[src/rtl/ras_ckpt_pkg.sv]
// Shared branch-prediction types for the core: RAS configuration, stack op
// decode and the return-stack checkpoint record.
package ras_ckpt_pkg;

    localparam int CORE_XLEN      = 32;
    localparam int CORE_RAS_DEPTH = 2;
    localparam int CORE_RAS_PTR_W = $clog2(CORE_RAS_DEPTH);

    typedef enum logic [1:0] {
        RAS_NONE     = 2'd0,
        RAS_PUSH     = 2'd1,
        RAS_POP      = 2'd2,
        RAS_PUSH_POP = 2'd3
    } ras_op_e;

    // Checkpoint record at the core's configured XLEN / RAS depth.
    typedef struct packed {
        logic [CORE_RAS_PTR_W-1:0] tos;
        logic [CORE_RAS_PTR_W:0]   count;
        logic [CORE_XLEN-1:0]      top;
    } ras_ckpt_t;

    function automatic ras_op_e ras_op_decode(input logic push, input logic pop);
        return ras_op_e'({pop, push});
    endfunction

endpackage

[src/rtl/ras_ckpt.sv]
// Return-address stack on a circular buffer with checkpoint save/restore so
// mispredicted speculation can repair tos, count and an overwritten top entry.
module ras_ckpt
    import ras_ckpt_pkg::*;
#(
    parameter int XLEN  = CORE_XLEN,
    parameter int DEPTH = CORE_RAS_DEPTH,
    parameter int NCKPT = 2,
    localparam int PW   = $clog2(DEPTH),
    localparam int CW   = PW + 1,
    localparam int IW   = (NCKPT > 1) ? $clog2(NCKPT) : 1
) (
    input  logic            clk_i,
    input  logic            rst_i,
    input  logic            flush_i,
    input  logic            push_i,
    input  logic [XLEN-1:0] push_addr_i,
    input  logic            pop_i,
    input  logic            ckpt_save_i,
    input  logic [IW-1:0]   ckpt_save_id_i,
    input  logic            ckpt_restore_i,
    input  logic [IW-1:0]   ckpt_restore_id_i,
    output logic [XLEN-1:0] data_o,
    output logic            valid_o,
    output logic [CW-1:0]   count_o,
    output logic            overflow_o,
    output logic            underflow_o
);

    localparam int NSLOT = 1 << IW;
    localparam logic [NSLOT-1:0] ID_OK = {NSLOT{1'b1}} >> (NSLOT - NCKPT);
    localparam logic [CW-1:0] FULL = CW'(DEPTH);

    typedef struct packed {
        logic [PW-1:0]   tos;
        logic [CW-1:0]   count;
        logic [XLEN-1:0] top;
    } ckpt_t;

    logic [XLEN-1:0]  stack_q [DEPTH];
    logic [PW-1:0]    tos_q, tos_d;
    logic [CW-1:0]    count_q, count_d;
    logic             ovf_q, ovf_d;
    logic             udf_q, udf_d;
    ckpt_t            ckpt_q [NSLOT];
    logic [NSLOT-1:0] ckpt_vld_q, ckpt_vld_d;

    logic             wr_en;
    logic [PW-1:0]    wr_idx;
    logic [XLEN-1:0]  wr_data;
    logic             save_en;
    ckpt_t            rst_slot;

    always_comb begin
        tos_d      = tos_q;
        count_d    = count_q;
        ovf_d      = 1'b0;
        udf_d      = 1'b0;
        ckpt_vld_d = ckpt_vld_q;
        wr_en      = 1'b0;
        wr_idx     = tos_q;
        wr_data    = push_addr_i;
        save_en    = 1'b0;
        rst_slot   = ckpt_q[ckpt_restore_id_i];

        if (flush_i) begin
            tos_d      = '0;
            count_d    = '0;
            ckpt_vld_d = '0;
        end else if (ckpt_restore_i) begin
            // Rewriting the saved top repairs an entry clobbered by wrong-path pushes.
            if (ID_OK[ckpt_restore_id_i] && ckpt_vld_q[ckpt_restore_id_i]) begin
                tos_d   = rst_slot.tos;
                count_d = rst_slot.count;
                wr_en   = 1'b1;
                wr_idx  = rst_slot.tos;
                wr_data = rst_slot.top;
            end
        end else begin
            save_en = ckpt_save_i && ID_OK[ckpt_save_id_i];
            if (save_en) ckpt_vld_d[ckpt_save_id_i] = 1'b1;

            unique case (ras_op_decode(push_i, pop_i))
                RAS_PUSH_POP: begin
                    if (count_q == '0) begin
                        tos_d   = tos_q + PW'(1);
                        count_d = CW'(1);
                        wr_en   = 1'b1;
                        wr_idx  = tos_q + PW'(1);
                    end else begin
                        wr_en = 1'b1;
                    end
                end
                RAS_PUSH: begin
                    tos_d  = tos_q + PW'(1);
                    wr_en  = 1'b1;
                    wr_idx = tos_q + PW'(1);
                    if (count_q == FULL) ovf_d = 1'b1;
                    else                 count_d = count_q + CW'(1);
                end
                RAS_POP: begin
                    if (count_q == '0) begin
                        udf_d = 1'b1;
                    end else begin
                        tos_d   = tos_q - PW'(1);
                        count_d = count_q - CW'(1);
                    end
                end
                default: ;
            endcase
        end
    end

    always_ff @(posedge clk_i or posedge rst_i) begin
        if (rst_i) begin
            tos_q      <= '0;
            count_q    <= '0;
            ovf_q      <= 1'b0;
            udf_q      <= 1'b0;
            ckpt_vld_q <= '0;
            for (int i = 0; i < DEPTH; i++) stack_q[i] <= '0;
            for (int i = 0; i < NSLOT; i++) ckpt_q[i] <= '0;
        end else begin
            tos_q      <= tos_d;
            count_q    <= count_d;
            ovf_q      <= ovf_d;
            udf_q      <= udf_d;
            ckpt_vld_q <= ckpt_vld_d;
            if (wr_en) stack_q[wr_idx] <= wr_data;
            if (save_en) ckpt_q[ckpt_save_id_i] <= '{tos: tos_q, count: count_q, top: stack_q[tos_q]};
        end
    end

    assign data_o      = (count_q != '0) ? stack_q[tos_q] : '0;
    assign valid_o     = (count_q != '0);
    assign count_o     = count_q;
    assign overflow_o  = ovf_q;
    assign underflow_o = udf_q;

endmodule

[config.mk]
export PLATFORM = sky130hd
export DESIGN_NAME = ras_ckpt
export DESIGN_NICKNAME = d
export VERILOG_FILES = /design/src/rtl/ras_ckpt_pkg.sv /design/src/rtl/ras_ckpt.sv
export SDC_FILE = /design/constraint.sdc
export NUM_CORES = 1
export LEC_CHECK = 0
export ABC_AREA = 1
export BUFFER_PORTS_ARGS = -buffer_cell sky130_fd_sc_hd__clkbuf_2
export CAP_MARGIN = 20
export CORE_ASPECT_RATIO = 0.75
export CORE_MARGIN = 2
export CORE_UTILIZATION = 29
export CTS_BUF_LIST = sky130_fd_sc_hd__clkbuf_4 sky130_fd_sc_hd__clkbuf_8 sky130_fd_sc_hd__clkbuf_16
export CTS_CLUSTER_SIZE = 24
export DETAILED_ROUTE_END_ITERATION = 12
export PLACE_DENSITY = 0.48
export SYNTH_ARGS = -nofsm -noshare
export SYNTH_HDL_FRONTEND = slang
export SYNTH_SLANG_ARGS = --single-unit
[constraint.sdc]
create_clock -name clk_i -period 3.9 [get_ports clk_i]
set_clock_uncertainty 0.05 [all_clocks]
set_input_delay 0.195 -clock clk_i [delete_from_list [all_inputs] [get_ports clk_i]]
set_output_delay 0.195 -clock clk_i [all_outputs]
set_load 0.1 [all_outputs]
==> results of run 1 <==
[power breakdown]
group          switching (mW)  internal (mW)
Combinational            1.51          0.456
Clock                   0.632          0.984
Sequential              0.243           1.92
[final cells by class]
cell class                 count  area [um2]  share of cell area
inverter                      16        66.3             0.00819
clock buffer                  20         467              0.0577
timing repair buffer          91         518              0.0640
sequential                   141        3530               0.436
clock inverter                12         119              0.0147
tap                          300         375              0.0464
multi-input combinational    599        3020               0.373
[registers in the layout, indices dropped and copies added, names as in the netlist]
name	flops
ckpt_vld_q	2
tos_q	1
underflow_o	1
count_o	2
overflow_o	1
ckpt_q	70
stack_q	64
[worst max-delay path: stages, from the launching register on]
cell      delay [ns]
dfrtp_2         0.85
buf_4           0.42
mux2i_1         0.17
nor2_1          0.24
clkbuf_2        0.51
[routing by layer]
layer  routed length, um  track usage  part of all wire
met5                   0            0                 0
met2                8430        0.256              0.43
met4                 211       0.0435             0.011
met1                9970        0.238              0.51
met3                 977       0.0336             0.050
[stage by stage]
stage / hold slack (ns) / setup slack, ns / instances
2_1_floorplan: 0.319 / 1.00 / 816
3_3_place_gp: 0.249 / 1.18 / 1146
3_5_place_dp: 0.246 / 1.11 / 1146
4_1_cts: 0.0916 / 1.01 / 1179
5_1_grt: 0.123 / 0.918 / 1179
6_report: 0.104 / 1.03 / 1179
[worst max-delay path by stage]
stage	startpoint	to	slack [ns]	cells after the start
5_1_grt	tos_q	stack_q[13]	0.92	9
2_1_floorplan	count_o[0]	data_o[21]	1.00	3
3_5_place_dp	tos_q	stack_q[16]	1.11	9
3_3_place_gp	tos_q	stack_q[7]	1.18	9
6_report	tos_q	data_o[11]	1.03	4
4_1_cts	tos_q	data_o[11]	1.01	4
[layout by cell type (no fill, tap or decap), types with 6 or more instances in the layout]
cell       Yosys  routed
nand2_1      259     257
dfrtp_1      141     140
o21ai_0      124     124
clkbuf_2       0      77
nand4_1       64      64
nor2_1        39      39
or2_2         32      32
mux2i_1       32      32
o21ai_1       18      18
clkbuf_16      0      17
buf_4          6      11
inv_1         11      10
nand3_1       10      10
clkinv_2       0       7
nand2_2        4       6
[what timing repair did]
item / in CTS / in global routing
setup buffers: 0 / 0
hold buffers: 1 / 0
hold endpoints to repair: 24 / 0
[cells by family (layout without fill, tap and decap cells)]
logic type               Yosys count  in the layout
AND/OR/NAND/NOR                  417            417
AO/OA/AOI/OAI                    147            147
flip-flops                       141            141
buffers and inverters             76            139
multiplexers                      32             32
adder cells (fa/ha/maj)            3              3
==> reports/qor.log, run 1 <==
qor: critical_path.crit-reg2reg-capture stack_q[16]
qor: power.p_leak 4.01 nW
qor: floorplan.die_area 25200 um2
qor: synth.ys_dominant_reg_cell dfrtp_1
qor: critical_path.reg2regPathDepth 9
qor: synth.syn-instance-count 816
qor: final_layout.finalCoreUtilization 0.348
qor: critical_path.worst_flop_to_flop_path_startpoint tos_q
qor: critical_path.path_max_fanout 24
qor: clock_tree.ctsHtreeMaxLevel 4
qor: synth.synth_top_family_by_area simple AND/OR/NAND/NOR gates
qor: power.cellPowerDensity 709 nW/um2
qor: global_routing.antenna_found_initial 0
qor: critical_path.crit_path_start_kind flip-flop
qor: final_layout.finalNetCount 910
qor: worst_hold_path.min-delay-path-class input pin to flip-flop
qor: sta.final-max-slew-violation-count 0
qor: synth.synth_xor_xnor_area_share 0
qor: synth.syn_area_per_cell 8.50 um2
qor: floorplan.floorplan.initialDensity 0.299
qor: clock_tree.cts.path.max_buffers 2
qor: drt.dr.first_iter.drc_count 500
qor: global_routing.grt_pass1_wl 32000 um
qor: synth.synthDistinctLibCells 29
qor: synth.synthTopCellsByCount 259 x nand2_1, 141 x dfrtp_1, 124 x o21ai_0
qor: synth.netlist_area 6940 um2
qor: final_layout.layout.filler_cells 2419
qor: synth.ys_ff_latch 141
qor: place.gp_routability_congestion 0.760
qor: power.worst_ir_drop_vdd 0.393 mV
qor: global_routing.grt_pass1_vias 5694
qor: final_layout.drive_gt1_frac 0.201
qor: final_layout.finalInstanceArea 8090 um2
qor: sta.slew-limit-headroom 0.503
qor: synth.synth_edf_count 0
qor: drt.number_of_design_rule_violations_left_after_detail_routing 0
qor: worst_hold_path.hold_path_startpoint push_addr_i[21]
qor: drt.vias 5766
qor: critical_path.critPathCaptureType primary output
qor: clock_tree.post_cts.resized_instances 0
qor: clock_tree.ctsRootBufferMaster clkbuf_16
qor: synth.async_reset_ff_frac 1.00
qor: place.dpl-instance-area 7500 um2
qor: drt.wl_per_cell 16.6 um
qor: drt.detail_route.vias_per_cell 4.89
qor: clock_tree.tritoncts_clock_tree yes
qor: place.port_buffers 77
qor: flow_run.timing.max_cap.violations 0
qor: floorplan.core 23200 um2
qor: clock_tree.clock_sink_count 141
qor: sta.final-hold-violation-count 0
qor: synth.synth_largest_area_cell dfrtp_1
qor: synth.postSynthNetCount 860
qor: global_routing.globalRoute.totalOverflow 0
qor: synth.muxShareOfSynthArea 0.0462
qor: final_layout.insertedDiodeCount 0
qor: global_routing.grt_usage 0.166
qor: synth.synth-compound-area-share 0.107
qor: run_status.status completed
qor: sta.fmaxAchievable 0.348 GHz
qor: synth.fraction_of_synthesized_cell_area_taken_by_the_top_area_cell_type 0.508
qor: drt.routed_wl 19600 um
qor: floorplan.die_w 183 um
qor: final_layout.syn_to_final_growth 16.6%
qor: synth.largest_cells_by_area_after_synthesis dfrtp_1 51%, nand2_1 14%, o21ai_0 8.9%
qor: place.post-dp-hpwl 12000 um
qor: sta.timing.final.crit_period 2.87 ns
qor: floorplan.num_rows 48
qor: synth.yosys.area_share.simple 0.275
qor: clock_tree.clk_latency 0.42 ns
qor: worst_hold_path.min_path_cells 5
qor: floorplan.io-pin-count 78
qor: sta.rsz0062_at_grt no
qor: global_routing.grt_start_max_net_pins 79
qor: critical_path.reg2reg_setup_slack 1.16 ns
qor: power.power 5.74 mW
qor: critical_path.data_arrival_time_of_the_critical_path 2.63 ns
qor: synth.yosysSeqAreaShare 0.508
qor: critical_path.cp_data_required_time 3.65 ns
qor: clock_tree.clk_pin_slew 0.06 ns
qor: synth.synth.most_common_cell nand2_1
qor: synth.yosys_warnings 0
qor: critical_path.crit_type flip-flop to primary output
qor: worst_hold_path.min_to stack_q[21]
qor: floorplan.die_h 138 um
qor: drt.antenna_violating_nets_post_route 0
qor: sta.worstMarginPinSlew 0.745 ns
qor: clock_tree.cts_inserted_buffers 17
qor: synth.synth_fa_ha_area_frac 0.00541
qor: sta.finalCritPeriodShare 0.736
qor: sta.setup_viol 0
qor: drt.drtPass1Iterations 5
qor: sta.setup_total_negative_slack 0 ns
No activity file was read; power rests on OpenSTA's default activity.
==> run 2: changes to the inputs <==
- PLACE_DENSITY: 0.48 -> 0.46
- clock period: 3.9 -> 2.8 ns (I/O delays scaled with it)
==> run 2 against run 1 <==
Global-route usage increased by 0.21 points. Non-clock buffer count increased by 4. Sequential share of layout area decreased by 0.89 points. Sequential cell count unchanged. Worst hold slack got worse by 0.053 ns. Routed wire length increased by 1.3%. Register-to-register slack got worse by 0.38 ns. Critical path depth unchanged. Final cell count increased by 0.34%. Sequential power increased by 39%. Count of clock-buffer cells in the layout increased by 2. Largest cell class unchanged. Largest power group unchanged.
==> reports/qor.log, run 2 (same netlist as run 1, synthesis figures left out) <==
qor: drt.dr.first_iter.drc_count 402
qor: final_layout.drive_gt1_frac 0.205
qor: clock_tree.cts_inserted_buffers 17
qor: critical_path.worstSetupPathDepth 4
qor: clock_tree.tritoncts_clock_tree yes
qor: critical_path.data_arrival_time_of_the_critical_path 2.27 ns
qor: global_routing.globalRoute.totalOverflow 0
qor: final_layout.syn_to_final_growth 19.0%
qor: critical_path.critPathCaptureType primary output
qor: clock_tree.clk_latency 0.43 ns
qor: clock_tree.cts.path.max_buffers 2
qor: clock_tree.ctsHtreeMaxLevel 4
qor: final_layout.largest_register_ffs 70
qor: clock_tree.clk_pin_slew 0.06 ns
qor: global_routing.grt_start_max_net_pins 101
qor: worst_hold_path.min-delay-path-class input pin to flip-flop
qor: drt.wl_per_cell 16.8 um
qor: critical_path.max_stage_delay_on_crit_path 0.53 ns
qor: drt.routed_wl 19800 um
qor: sta.setup_viol 0
qor: floorplan.die_w 183 um
qor: global_routing.antenna_found_initial 0
qor: global_routing.use_met3 0.0355
qor: sta.rsz0062_at_grt no
qor: power.worst_ir_drop_vdd 0.635 mV
qor: sta.final-max-slew-violation-count 0
qor: critical_path.crit_slowest_cell dfrtp_2
qor: sta.worstMarginPinSlew 0.819 ns
qor: sta.finalCritPeriodShare 0.878
qor: worst_hold_path.min_path_cells 5
qor: critical_path.crit_path_start_kind flip-flop
qor: final_layout.insertedDiodeCount 0
qor: clock_tree.ctsRootBufferMaster clkbuf_16
qor: critical_path.cp_num_buf_inv 2
qor: critical_path.cp_data_required_time 2.61 ns
qor: floorplan.num_rows 48
qor: power.p_leak 4.09 nW
qor: final_layout.finalNetCount 914
qor: place.port_buffers 77
qor: power.p_sw 3.33 mW
qor: critical_path.crit_type flip-flop to primary output
qor: power.cellPowerDensity 1020 nW/um2
qor: clock_tree.post_cts.resized_instances 0
qor: floorplan.floorplan.initialDensity 0.299
qor: final_layout.finish.cell_count_without_fillers 1183
qor: sta.timing.final.crit_period 2.46 ns
qor: critical_path.path_delay_family buffers and inverters
qor: global_routing.global_route.usage.met1 0.251
qor: floorplan.core 23200 um2
qor: final_layout.most-common-layout-cells 257 x nand2_1, 140 x dfrtp_1, 124 x o21ai_0
qor: power.power.switching_fraction 0.396
qor: global_routing.top_usage_layer met1
qor: global_routing.grt_pass1_vias 5579
qor: power.p_clk_frac 0.313
qor: sta.slew-limit-headroom 0.452
qor: drt.drtPass1Iterations 5
qor: run_status.status completed
qor: sta.fmaxAchievable 0.407 GHz
qor: drt.vias 5701
qor: flow_run.timing.max_cap.violations 0
qor: global_routing.grt_usage 0.168
qor: floorplan.die_area 25200 um2
qor: critical_path.reg2regPathDepth 10
qor: place.post-dp-hpwl 12300 um
qor: floorplan.die_h 138 um
qor: drt.detail_route.vias_per_cell 4.82
qor: power.power 8.40 mW
qor: place.placed_cells_incl_taps 1150
qor: place.gp_routability_congestion 0.736
qor: global_routing.global_route.usage.met2 0.240
qor: final_layout.layout.cells.most_common nand2_1
qor: drt.antenna_violating_nets_post_route 0
qor: power.combinationalPowerShare 0.330
qor: clock_tree.clock_sink_count 141
qor: drt.number_of_design_rule_violations_left_after_detail_routing 0
qor: final_layout.layout_top_registers ckpt_q (70), stack_q (64)
qor: global_routing.grt_pass1_wl 32300 um
qor: floorplan.io-pin-count 78
qor: final_layout.top_register ckpt_q
qor: power.sequentialPowerShare 0.358
qor: sta.final-hold-violation-count 0
qor: critical_path.path_max_fanout 12
qor: critical_path.cp_cell_sequence buf_4 -> mux2i_1 -> nor2_1 -> clkbuf_2
qor: power.intPower 5.07 mW
## run 2: cell types whose count changed in the layout (fill, tap and decap cells not counted)
cell / delta
clkinv_2: -6
buf_12: +3
clkinvlp_4: -1
clkbuf_8: -1
buf_4: +1
clkbuf_4: +3
clkinv_4: +1
bufinv_16: +4
## run 2: worst paths after layout
check | endpoint | from | slack [ns]
worst min-delay path | stack_q[46] | push_addr_i[14] | 0.05
min in group asynchronous | ckpt_q[33] | rst_i | 0.35
max in group asynchronous | tos_q | rst_i | 1.82
worst max register to register | stack_q[7] | count_o[0] | 0.78
worst min register to register | stack_q[56] | stack_q[56] | 0.42
worst max-delay path | data_o[1] | tos_q | 0.34
## run 2: power by group through the flow
| stage | registers, mW | logic [mW] | clock network (mW) |
|---|---|---|---|
| global route | 3.09 | 3.04 | 2.78 |
| CTS | 3.00 | 2.80 | 2.70 |
| detailed placement | 3.03 | 2.80 | 0 |
| finish | 3.01 | 2.77 | 2.63 |
| floorplan | 2.99 | 2.22 | 0 |
| global placement | 3.04 | 2.78 | 0 |
## run 2: layer usage
metal	vias up	share of wire	wire [um]
met5	-	0	0
met2	143	0.42	8310
met3	15	0.049	969
met1	2691	0.52	10400
met4	0	0.010	208
li1	2852	-	-
## run 2: layout make-up
type	instances	area (um2)
tap	300	375
clock inverter	10	210
clock buffer	22	475
timing repair buffer	95	586
sequential	141	3530
multi-input combinational	599	3020
fill	2385	15000
inverter	16	66.3
## run 2: worst min-delay path: stages
cell and delay, ns:
clkbuf_2 0.08, nand2_1 0.06, o21ai_1 0.08, nand4_1 0.09, nand2_1 0.05
## run 2: what timing repair did
item                                    4_1_cts  5_1_grt
buffers inserted                              0        0
hold buffers                                  1        0
endpoints found under the setup margin        0        0
endpoints found under the hold margin       141        0
## run 2: per-stage QoR
| step | TNS (ns) | cell area [um2] | hold slack (ns) | setup WS (ns) | util |
|---|---|---|---|---|---|
| 2_1_floorplan | -1.25 | 6940 | 0.264 | -0.0417 | - |
| 3_3_place_gp | 0 | 7560 | 0.326 | 0.704 | 0.325 |
| 3_5_place_dp | 0 | 7560 | 0.311 | 0.672 | 0.325 |
| 4_1_cts | 0 | 8260 | 0.0239 | 0.318 | 0.355 |
| 5_1_grt | 0 | 8260 | 0.0508 | 0.263 | 0.355 |
| 6_report | 0 | 8260 | 0.0503 | 0.342 | 0.355 |
